<file path="config.mk">
export PLATFORM = sky130hd
export DESIGN_NAME = regfile_write_arbiter
export DESIGN_NICKNAME = d
export VERILOG_FILES = /design/src/rtl/regfile_write_arbiter_pkg.sv /design/src/rtl/regfile_write_arbiter_rr_arbiter2.sv /design/src/rtl/regfile_write_arbiter.sv
export SDC_FILE = /design/constraint.sdc
export NUM_CORES = 1
export LEC_CHECK = 0
export ABC_AREA = 0
export ABC_CLOCK_PERIOD_IN_PS = 1690
export CORE_MARGIN = 3
export CORE_UTILIZATION = 37
export CTS_BUF_LIST = sky130_fd_sc_hd__clkbuf_2
export DETAILED_ROUTE_END_ITERATION = 10
export PLACE_DENSITY_LB_ADDON = 0.2
export SLEW_MARGIN = 20
export SYNTH_ARGS = -nofsm -noshare
export SYNTH_HDL_FRONTEND = slang
export SYNTH_HIERARCHICAL = 1
export SYNTH_SLANG_ARGS = --single-unit
export TNS_END_PERCENT = 50
</file>
<file path="constraint.sdc">
create_clock -name clk -period 1.69 [get_ports clk]
set_input_delay 0.2535 -clock clk [delete_from_list [all_inputs] [get_ports clk]]
set_output_delay 0.2535 -clock clk [all_outputs]
set_load 0.01 [all_outputs]
</file>
<file path="src/rtl/regfile_write_arbiter_pkg.sv">
// Shared register-file definitions: default widths, grant encodings and the
// round-robin pick rule used by the write arbiter.
package regfile_write_arbiter_pkg;

  localparam int unsigned RF_DW = 32;
  localparam int unsigned RF_AW = 5;

  typedef enum logic {
    GRANT_A = 1'b0,
    GRANT_B = 1'b1
  } grant_e;

  // A lone requester always wins; on contention the one not granted last wins.
  function automatic grant_e rr_pick(input logic a_valid, input logic b_valid,
                                     input grant_e last);
    if (a_valid && b_valid) begin
      return (last == GRANT_A) ? GRANT_B : GRANT_A;
    end else if (b_valid) begin
      return GRANT_B;
    end else begin
      return GRANT_A;
    end
  endfunction

endpackage

</file>
<file path="src/rtl/regfile_write_arbiter_rr_arbiter2.sv">
// Two-way round-robin grant with its last-grant flop. Grants are combinational
// and forced low while reset is asserted.
module rr_arbiter2
  import regfile_write_arbiter_pkg::*;
(
  input  logic clk,
  input  logic rst_n,
  input  logic a_valid,
  input  logic b_valid,
  output logic a_grant,
  output logic b_grant,
  output logic last_grant
);

  grant_e last_q;
  grant_e last_d;
  grant_e pick;

  always_comb begin
    pick    = rr_pick(a_valid, b_valid, last_q);
    a_grant = 1'b0;
    b_grant = 1'b0;
    last_d  = last_q;
    if (rst_n && (a_valid || b_valid)) begin
      a_grant = (pick == GRANT_A);
      b_grant = (pick == GRANT_B);
      last_d  = pick;
    end
  end

  // Reset to B so that A wins the first contention.
  always_ff @(posedge clk or negedge rst_n) begin
    if (!rst_n) begin
      last_q <= GRANT_B;
    end else begin
      last_q <= last_d;
    end
  end

  assign last_grant = logic'(last_q);

endmodule

</file>
<file path="src/rtl/regfile_write_arbiter.sv">
// Arbitrates two write-back requesters onto a single register-file write port
// with one cycle of latency; writes to register 0 are accepted but suppressed.
module regfile_write_arbiter
  import regfile_write_arbiter_pkg::*;
#(
  parameter int unsigned DW = RF_DW,
  parameter int unsigned AW = RF_AW
) (
  input  logic          clk,
  input  logic          rst_n,
  input  logic          a_valid,
  input  logic [AW-1:0] a_reg,
  input  logic [DW-1:0] a_data,
  output logic          a_ready,
  input  logic          b_valid,
  input  logic [AW-1:0] b_reg,
  input  logic [DW-1:0] b_data,
  output logic          b_ready,
  output logic          reg_write,
  output logic [AW-1:0] wreg,
  output logic [DW-1:0] wdata,
  output logic          last_grant
);

  logic          a_grant;
  logic          b_grant;
  logic          xfer;
  logic [AW-1:0] sel_reg;
  logic [DW-1:0] sel_data;

  logic          reg_write_q, reg_write_d;
  logic [AW-1:0] wreg_q, wreg_d;
  logic [DW-1:0] wdata_q, wdata_d;

  rr_arbiter2 u_rr (
    .clk       (clk),
    .rst_n     (rst_n),
    .a_valid   (a_valid),
    .b_valid   (b_valid),
    .a_grant   (a_grant),
    .b_grant   (b_grant),
    .last_grant(last_grant)
  );

  assign a_ready = a_grant;
  assign b_ready = b_grant;

  // Idle cycles drop the strobe but keep the last address/data on the port.
  always_comb begin
    xfer        = a_grant | b_grant;
    sel_reg     = b_grant ? b_reg : a_reg;
    sel_data    = b_grant ? b_data : a_data;
    reg_write_d = 1'b0;
    wreg_d      = wreg_q;
    wdata_d     = wdata_q;
    if (xfer) begin
      reg_write_d = (sel_reg != '0);
      wreg_d      = sel_reg;
      wdata_d     = sel_data;
    end
  end

  always_ff @(posedge clk or negedge rst_n) begin
    if (!rst_n) begin
      reg_write_q <= 1'b0;
      wreg_q      <= '0;
      wdata_q     <= '0;
    end else begin
      reg_write_q <= reg_write_d;
      wreg_q      <= wreg_d;
      wdata_q     <= wdata_d;
    end
  end

  assign reg_write = reg_write_q;
  assign wreg      = wreg_q;
  assign wdata     = wdata_q;

endmodule

</file>
# == Word-level counts from Yosys, hierarchy flattened ==
# Cells that the tools add are included.
# op_classes
n_mux,8
bitwise_logic,2
n_reduce_logical,4
# ops
op,n
32-bit two-way mux,1
1-bit two-way mux,6
5-bit two-way mux,1
5-bit nonzero test,1
1-bit logical AND,2
1-bit logical OR,1
1-bit NOT,1
1-bit OR,1
# totals
register_bits,39
out_inout_bits,41

# == Longest topological paths before layout ==
# Gate-level depths: netlist (run 1).
# logic_depth
word_depth,6
depth_mapped,6
depth_no_buf,4

# == Cells and area by module ==
# Netlist (run 1), hierarchy kept.
# by_module_without_submodules
mod,n_inst,cells_each,area_per_inst_um2
regfile_write_arbiter,1,166,1747.9
rr_arbiter2,1,8,62.6

# == Worst setup path after synthesis (run 1) ==
# Ideal clock, no wire load.
# synth_path
kind,register to register
start,"reg u_rr.last_q, in the netlist u_rr/last_grant"
end,"reg wdata_q[11], in the netlist wdata[11]"
t_arrival_ns,1.567
required_time_ns,1.558
path_slack_ns,-0.010
stages_incl_launch_ff,7
path_buffers,2
cell_sequence,dfstp_2 > inv_1 > a21oi_1 > buf_4 > buf_6 > mux2i_1 > o21ai_1
# synth_between
elab_chain_len,5
elab_cells_between_ends,7
cone_classes,mux (5); bitwise (2)
# synth_rtl
element,line_no,rtl
from (decl),regfile_write_arbiter_rr_arbiter2.sv:15,grant_e last_q;
from (signal assigned),regfile_write_arbiter_rr_arbiter2.sv:36,last_q <= last_d;
1-bit two-way mux,regfile_write_arbiter_pkg.sv:17,return (last == GRANT_A) ? GRANT_B : GRANT_A;
1-bit two-way mux,regfile_write_arbiter_pkg.sv:16,if (a_valid && b_valid) begin
1-bit NOT,regfile_write_arbiter_rr_arbiter2.sv:25,a_grant = (pick == GRANT_A);
1-bit two-way mux,regfile_write_arbiter_rr_arbiter2.sv:24,if (rst_n && (a_valid || b_valid)) begin
named net a_ready,regfile_write_arbiter.sv:14,"output logic a_ready,"
1-bit OR,regfile_write_arbiter.sv:50,xfer = a_grant | b_grant;
to (signal assigned),regfile_write_arbiter.sv:71,wdata_q <= wdata_d;
to (decl),regfile_write_arbiter.sv:33,"logic [DW-1:0] wdata_q, wdata_d;"
# The timed path passes the listed nets, and every way through them passes these cells.
# A chain may end at the register's enable or synchronous reset.

# == Worst setup path after layout (run 1) ==
# layout_path
start,"reg u_rr.last_q, in the netlist u_rr/last_grant"
end,out last_grant
# layout_lines
element,line_no,rtl
to (decl),regfile_write_arbiter.sv:22,output logic last_grant
# No word-level cell between the ends.

==> flow_summary.yaml, run 1 <==
clock_network:
  postCtsSetupRepairBufs: 0
  clkSinkCount: 39
  tritoncts: "built"
  htree_levels: 2
  clkLatencyLatePin_ns: 0.38
  clk_path_buf_depth: 2
  clk_pin_slew_ns: 0.20
  cts_buffers: 5
  cts-root-buf: "clkbuf_2"
floorplanning:
  core_region_area_um2: 4530
  dieArea_um2: 5770
  die_height_um: 76.0
  die_x_um: 76.0
  rows: 24
  io_pins: 119
  start_util: 0.399
timing:
  finalHoldWorstSlack_ns: 0.271
  relSlewSlack: 0.734
  slew_violations: 0
  skew_ns: 0.0191
  timing.final.crit_share: 0.941
  max_freq_mhz: 629
  period_minus_slack_ns: 1.59
  fin_ws_ns: 0.0993
  finalHoldViolCount: 0
  setup_viol: 0
  tightestPinTransition_ns: 0.399
  rsz0062_at_grt: "no"
  setup_tns_ns: 0
global_routing:
  grtUsageTotal: 0.178
  grt_pass1_wl_um: 8290
  grt_overflow: 0
  grt_pass1_vias: 1740
  antenna_found_initial: 0
  grt_max_degree: 39
worst_setup_path:
  cp-end-kind: "primary output"
  reg2reg_slack_ns: 0.12
  cp_max_fo: 3
  start_kind: "flop"
  criticalPathCategory: "reg2out"
  cp_data_arrival_time_ns: 1.34
  cpMaxStageDelayCell: "dfstp_2"
  path_cells: "buf_4, dlygate4sd2_1"
  worstPathRequired_ns: 1.44
  cp_slowest_stage_delay_ns: 0.57
logic_synthesis:
  synth_cell_types: 15
  synth_nets: 252
  synth_seq_cells: 39
  syn-cell-area_um2: 1810
  synth_area_per_cell_um2: 10.4
  ys_seq_area_frac: 0.540
  syn_inst: 174
  yosysWarnings: 6
power_and_ir_drop:
  ir_drop_uv: 435
  p_per_area_nw_per_um2: 856
  leakage_uw: 0.00127
drt:
  routed_via_density: 4.68
  drt-total-wl_um: 5070
  ant_nets: 0
  drc: 0
  drtIter0Drc: 95
  vias: 1712
  drt_first_pass_iters: 4
  drt-wirelength-per-cell_um: 13.9
final_layout:
  area_growth_pct: 74.7
  drive_gt1_frac: 0.0831
  mostFrequentLayoutCell: "clkdlybuf4s50_1"
  multi_input_area_um2: 779
  final_cell_mix: "clkdlybuf4s50_1, o21ai_1, nand2_1"
  register_area_um2: 977
  antenna_cells: 0
  fin_nets: 378
  nFillCells: 355
  final_util: 0.698
  design_area_um2: 3160
place:
  place.gp.congestion: 0.814
  pre_cts_slack_ns: -0.169
  hpwlAfterDp_um: 3910
  io_buffers: 118
  dpl_cell_area_um2: 3120
job:
  max-cap-violations: 0
worst_hold_path:
  hp-class: "in2async"
run_status:
  status: "finished, final reports clean"
[worst paths after layout]
check                                      from         endpoint  depth (start not counted)
worst max-delay path            u_rr/last_grant       last_grant                          2
worst min register to register  u_rr/last_grant  u_rr/last_grant                          2
max in group asynchronous                 rst_n          wreg[2]                          3
min in group clk                          rst_n  u_rr/last_grant                          4
worst max register to register  u_rr/last_grant          wreg[1]                          5
worst min-delay path                      rst_n        wdata[10]                          2
[area by class of cell]
class	instances	share of cell area
Timing Repair Buffer	131	0.406
Sequential cell	39	0.309
Multi-Input combinational cell	122	0.246
Tap cell	65	0.0257
Clock buffer	6	0.00949
Clock inverter	2	0.00237
Inverter	1	0.00119
[cell usage after synthesis]
cell | count | area (um2)
a21oi_1 | 2 | 10.0
a21oi_2 | 1 | 8.76
and3_1 | 1 | 6.26
buf_1 | 1 | 3.75
buf_2 | 4 | 20.0
buf_4 | 2 | 15.0
buf_6 | 2 | 22.5
clkbuf_1 | 3 | 11.3
dfrtp_1 | 38 | 951
dfstp_2 | 1 | 26.3
inv_1 | 1 | 3.75
mux2i_1 | 37 | 370
nand2_1 | 39 | 146
o21ai_1 | 40 | 200
or4_1 | 2 | 15.0
[critical path: cells and delay by family, from the launching register on]
family / cells / cell delay [ns]
flops: 1 / 0.57
buf+inv: 2 / 0.40
[timing repair]
action	in CTS	in global routing
hold buffers	1	0
setup endpoints to repair	3	2
endpoints found under the hold margin	19	0
gates resized for setup	6	3
[layer usage]
metal | vias up | wire length [um] | GRT usage
met5 | - | 0 | 0
met4 | 0 | 98 | 0.0598
met3 | 10 | 408 | 0.0723
met2 | 74 | 2300 | 0.277
met1 | 776 | 2270 | 0.225
li1 | 852 | - | -
[sequential cells by signal (all words and copies together), names as in the netlist]
register         flops
wreg                 5
wdata               32
u_rr/last_grant      1
reg_write            1
[cell families (layout without fill, tap and decap cells)]
group                  after synthesis  after routing  share of synthesized area
AOI/OAI and AO/OA                   43             43                      0.121
buffers and inverters               13            140                     0.0421
DFF                                 39             39                      0.540
muxes                               37             37                      0.205
and+or+nand+nor                     42             42                     0.0926
[metrics by stage]
stage	power [uW]	instances
5_1_grt	2870	366
3_5_place_dp	2350	357
3_3_place_gp	2330	357
6_report	2710	366
4_1_cts	2750	366
2_1_floorplan	1640	174
[power by group]
group	leakage (uW)	internal [uW]	switching (uW)	total, uW
clock	0.0000281	99.8	296	396
combinational	0.000770	659	424	1080
sequential	0.000472	1130	99.6	1230
No activity file was read; power rests on OpenSTA's default activity.
==> inputs of run 2 (changes only) <==
--- a/config.mk
+++ b/config.mk
@@ -12,6 +12,7 @@
 export CTS_BUF_LIST = sky130_fd_sc_hd__clkbuf_2
 export DETAILED_ROUTE_END_ITERATION = 10
 export PLACE_DENSITY_LB_ADDON = 0.2
+export SKIP_CTS_REPAIR_TIMING = 1
 export SLEW_MARGIN = 20
 export SYNTH_ARGS = -nofsm -noshare
 export SYNTH_HDL_FRONTEND = slang
==> run 2 against run 1 <==
Flip-flop and latch count did not move. First-iteration DRC count grew 4.2%. Setup slack gained 0.0062 ns. Sequential share of layout area shrank 0.21 points. Highest routed layer unchanged. Fmax is 0.39% higher. Critical endpoint is now wdata[27]. Clock power barely moved.
==> flow_summary.yaml, run 2 (synthesized netlist as in run 1, its figures left out) <==
power_and_ir_drop:
  seqPwrFrac: 0.453
  p_int_uw: 1890
  clkPwrFrac: 0.145
  swShare: 0.302
  p_per_area_nw_per_um2: 851
  ir_drop_uv: 435
  leakage_uw: 0.00130
  pwr-share-comb: 0.401
  power_switching_uw: 818
  p_total_uw: 2710
worst_setup_path:
  criticalPathCategory: "reg2out"
  critPathTopFamily: "buffers and inverters"
  cp-end-kind: "primary output"
  path_cells: "clkdlybuf4s50_1"
  start_kind: "flop"
  cp_data_arrival_time_ns: 1.33
  cpMaxStageDelayCell: "clkdlybuf4s50_1"
  timing.rr.start: "u_rr/last_grant"
  cp_slowest_stage_delay_ns: 0.56
  reg2reg_slack_ns: 0.12
  r2r_end: "wreg[1]"
  cp_max_fo: 2
  reg2reg_depth: 5
  worstPathRequired_ns: 1.44
  crit_buf_inv: 1
clock_network:
  cts_buffers: 5
  clk_path_buf_depth: 2
  clkSinkCount: 39
  cts-root-buf: "clkbuf_2"
  clkLatencyLatePin_ns: 0.38
  htree_levels: 2
  clk_pin_slew_ns: 0.20
  tritoncts: "built"
final_layout:
  register_area_um2: 977
  mostFrequentLayoutCell: "clkdlybuf4s50_1"
  final_cell_mix: "clkdlybuf4s50_1, o21ai_1, nand2_1"
  drive_gt1_frac: 0.0795
  multi_input_area_um2: 779
  fin_nets: 379
  area_growth_pct: 75.9
  largest_reg_flops: 32
  antenna_cells: 0
  nFillCells: 353
  stdcell_count: 367
drt:
  drt_first_pass_iters: 4
  drt-wirelength-per-cell_um: 13.8
  routed_via_density: 4.70
  ant_nets: 0
  vias: 1726
  drt-total-wl_um: 5070
  drtIter0Drc: 99
  drc: 0
timing:
  skew_ns: 0.0170
  finalHoldViolCount: 0
  setup_viol: 0
  max_freq_mhz: 631
  rsz0062_at_grt: "no"
  relSlewSlack: 0.734
  period_minus_slack_ns: 1.58
  timing.final.crit_share: 0.938
  slew_violations: 0
  tightestPinTransition_ns: 0.399
global_routing:
  grt_max_degree: 39
  met1_usage: 0.221
  grt_pass1_wl_um: 8250
  grt_overflow: 0
  grtUsageTotal: 0.177
  use_met3: 0.0723
  grt-busiest-layer: "met2"
  grt_pass1_vias: 1752
  grt_use_met2: 0.277
  antenna_found_initial: 0
floorplanning:
  dieArea_um2: 5770
  die_x_um: 76.0
  io_pins: 119
  core_region_area_um2: 4530
  start_util: 0.399
  die_height_um: 76.0
  rows: 24
worst_hold_path:
  hp-class: "in2async"
place:
  place.gp.congestion: 0.814
  dp.cells: 357
  io_buffers: 118
  hpwlAfterDp_um: 3910
job:
  max-cap-violations: 0
run_status:
  status: "finished, final reports clean"
run 2: metal layers:
layer | part of all wire | wire length, um
met1 | 0.44 | 2240
met2 | 0.46 | 2310
met3 | 0.084 | 426
met4 | 0.018 | 89
met5 | 0 | 0
run 2: power by group through the flow:
stage / clock network, uW / logic (uW) / registers [uW]
2_1_floorplan: 0 / 300 / 1340
6_report: 394 / 1090 / 1230
3_5_place_dp: 0 / 1100 / 1250
4_1_cts: 418 / 1100 / 1230
5_1_grt: 448 / 1170 / 1250
3_3_place_gp: 0 / 1080 / 1240
run 2: layout make-up:
type | instances | share of cell area
Timing Repair Buffer | 132 | 0.410
Tap cell | 65 | 0.0255
Multi-Input combinational cell | 122 | 0.245
Inverter | 1 | 0.00118
Clock inverter | 2 | 0.00236
Sequential cell | 39 | 0.307
Clock buffer | 6 | 0.00943
run 2: how the worst max path moves through the flow:
stage | startpoint | cells past startpoint | to | slack (ns)
floorplan | u_rr/last_grant | 6 | wdata[11] | 0.09
global placement | b_valid | 4 | a_ready | -0.14
detailed placement | b_valid | 4 | a_ready | -0.17
CTS | u_rr/last_grant | 3 | a_ready | -0.39
global route | u_rr/last_grant | 3 | a_ready | 0.0004
finish | wdata[27] | 1 | wdata[27] | 0.11
run 2: worst reg2reg max path, delay by kind of cell (launching register included):
kind / cells / cell delay (ns)
AOI/OAI and AO/OA: 2 / 0.27
buffers and inverters: 2 / 0.39
DFF: 1 / 0.57
muxes: 1 / 0.25
run 2: per-stage QoR:
step | setup WS (ns) | hold WS (ns) | setup TNS [ns] | area (um2) | util
3_3_place_gp | -0.139 | 0.0932 | -1.57 | 3120 | 0.688
3_5_place_dp | -0.169 | 0.0980 | -2.35 | 3120 | 0.688
4_1_cts | -0.391 | -0.368 | -0.805 | 3160 | 0.696
2_1_floorplan | 0.0851 | -0.0421 | 0 | 1810 | -
6_report | 0.106 | 0.270 | 0 | 3180 | 0.702
5_1_grt | 0.000415 | 0.248 | 0 | 3180 | 0.702
==> inputs of run 3 (changes only) <==
--- a/config.mk
+++ b/config.mk
@@ -9,11 +9,11 @@
 export ABC_CLOCK_PERIOD_IN_PS = 1690
 export CORE_MARGIN = 3
 export CORE_UTILIZATION = 37
-export CTS_BUF_LIST = sky130_fd_sc_hd__clkbuf_2
+export CTS_BUF_LIST = sky130_fd_sc_hd__clkbuf_4 sky130_fd_sc_hd__clkbuf_8
 export DETAILED_ROUTE_END_ITERATION = 10
 export PLACE_DENSITY_LB_ADDON = 0.2
 export SKIP_CTS_REPAIR_TIMING = 1
-export SLEW_MARGIN = 20
+export SLEW_MARGIN = 5
 export SYNTH_ARGS = -nofsm -noshare
 export SYNTH_HDL_FRONTEND = slang
 export SYNTH_HIERARCHICAL = 1
==> run 3 against run 2 <==
Sequential share of layout area is 0.64 points lower. Clock skew shrank 0.013 ns. Power rose by 12%. Fmax increased by 3.4%. Sequential power about the same. Critical endpoint is now a_ready. Highest routed layer unchanged.
==> flow_summary.yaml, run 3 (synthesized netlist as in run 1, its figures left out) <==
floorplanning:
  rows: 24
  die_height_um: 76.0
  die_x_um: 76.0
  start_util: 0.399
  core_region_area_um2: 4530
  dieArea_um2: 5770
  io_pins: 119
drt:
  routed_via_density: 4.70
  drtIter0Drc: 76
  drt_first_pass_iters: 4
  vias: 1724
  drc: 0
  drt-wirelength-per-cell_um: 14.1
  drt-total-wl_um: 5180
  ant_nets: 0
global_routing:
  met1_usage: 0.228
  grt_overflow: 0
  grt-busiest-layer: "met2"
  use_met3: 0.0675
  grt_pass1_wl_um: 8380
  grt_pass1_vias: 1747
  grt_use_met2: 0.283
  antenna_found_initial: 0
  grtUsageTotal: 0.179
  grt_max_degree: 39
worst_setup_path:
  cpMaxStageDelayCell: "dfstp_2"
  start_kind: "flop"
  cp_max_fo: 4
  critPathTopFamily: "flip-flops"
  cp_slowest_stage_delay_ns: 0.53
  path_cells: "inv_1, a21oi_4, dlymetal6s2s_1"
  cp_data_arrival_time_ns: 1.28
  reg2reg_slack_ns: 0.16
  crit_buf_inv: 2
  criticalPathCategory: "reg2out"
  cp-end-kind: "primary output"
  worstPathRequired_ns: 1.44
place:
  io_buffers: 118
  place.gp.congestion: 0.814
  hpwlAfterDp_um: 3910
  dpl_cell_area_um2: 3120
final_layout:
  final_util: 0.717
  fin_nets: 379
  antenna_cells: 0
  area_growth_pct: 79.6
  drive_gt1_frac: 0.0828
  largest_reg_flops: 32
  final_cell_mix: "clkdlybuf4s50_1, o21ai_1, nand2_1"
  design_area_um2: 3250
  mostFrequentLayoutCell: "clkdlybuf4s50_1"
worst_hold_path:
  hp-class: "in2async"
timing:
  period_minus_slack_ns: 1.53
  timing.final.crit_share: 0.907
  skew_ns: 0.00445
  relSlewSlack: 0.731
  rsz0062_at_grt: "no"
  tightestPinTransition_ns: 0.403
  setup_viol: 0
  slew_violations: 0
  max_freq_mhz: 653
  finalHoldViolCount: 0
clock_network:
  cts-root-buf: "clkbuf_8"
  htree_levels: 2
  clk_path_buf_depth: 2
  clk_pin_slew_ns: 0.08
  clkLatencyLatePin_ns: 0.29
  clkSinkCount: 39
  tritoncts: "built"
  cts_buffers: 5
job:
  max-cap-violations: 0
run_status:
  status: "finished, final reports clean"
power_and_ir_drop:
  ir_drop_uv: 434
  leakage_uw: 0.00133
  p_per_area_nw_per_um2: 930
==> run 3: changes by cell type in the layout (fill, tap and decap cells not counted) <==
cell / previous run / this run
clkbuf_8: 0 / 7
clkbuf_2: 6 / 0
clkinv_1: 2 / 0
buf_6: 1 / 0
clkbuf_4: 0 / 1
dlymetal6s2s_1: 2 / 3
==> run 3: worst paths after layout <==
path / start / depth (start not counted) / to
setup / recovery: u_rr/last_grant / 3 / a_ready
hold / removal: rst_n / 2 / wdata[21]
setup reg to reg: u_rr/last_grant / 5 / wreg[1]
hold reg to reg: u_rr/last_grant / 2 / u_rr/last_grant
max in group asynchronous: rst_n / 3 / u_rr/last_grant
min in group clk: rst_n / 4 / u_rr/last_grant
==> run 3: layout make-up <==
cell class / count / area [um2]
clock buffer: 8 / 104
fill: 344 / 1280
inverter: 1 / 3.75
multi-input combinational: 122 / 779
sequential: 39 / 977
tap: 65 / 81.3
timing repair buffer: 132 / 1310
==> run 3: metal layers <==
layer	wire length [um]	vias to the layer above
li1	-	854
met1	2300	782
met2	2360	78
met3	422	10
met4	102	0
met5	0	-
==> run 3: power by group <==
part	internal, uW	leakage [uW]	switching, uW	total (uW)
Combinational	663	0.000808	427	1090
Sequential	1130	0.000472	100	1230
Clock	389	0.0000549	314	703
==> run 3: per-stage QoR <==
| stage | power (uW) | setup WS (ns) | TNS [ns] | hold WS, ns | instances |
|---|---|---|---|---|---|
| 3_5_place_dp | 2350 | -0.169 | -2.35 | 0.0980 | 357 |
| 5_1_grt | 3180 | 0.0643 | 0 | 0.0983 | 367 |
| 4_1_cts | 3060 | -0.241 | -0.405 | -0.219 | 365 |
| 2_1_floorplan | 1640 | 0.0851 | 0 | -0.0421 | 174 |
| 6_report | 3020 | 0.157 | 0 | 0.0486 | 367 |
| 3_3_place_gp | 2330 | -0.139 | -1.57 | 0.0932 | 357 |
==> run 3: worst register-to-register path, stage by stage, from the launching register on <==
cell and delay [ns]:
dfstp_2 0.53, inv_1 0.07, a21oi_4 0.17, buf_4 0.31, mux2i_1 0.25, o21ai_1 0.09
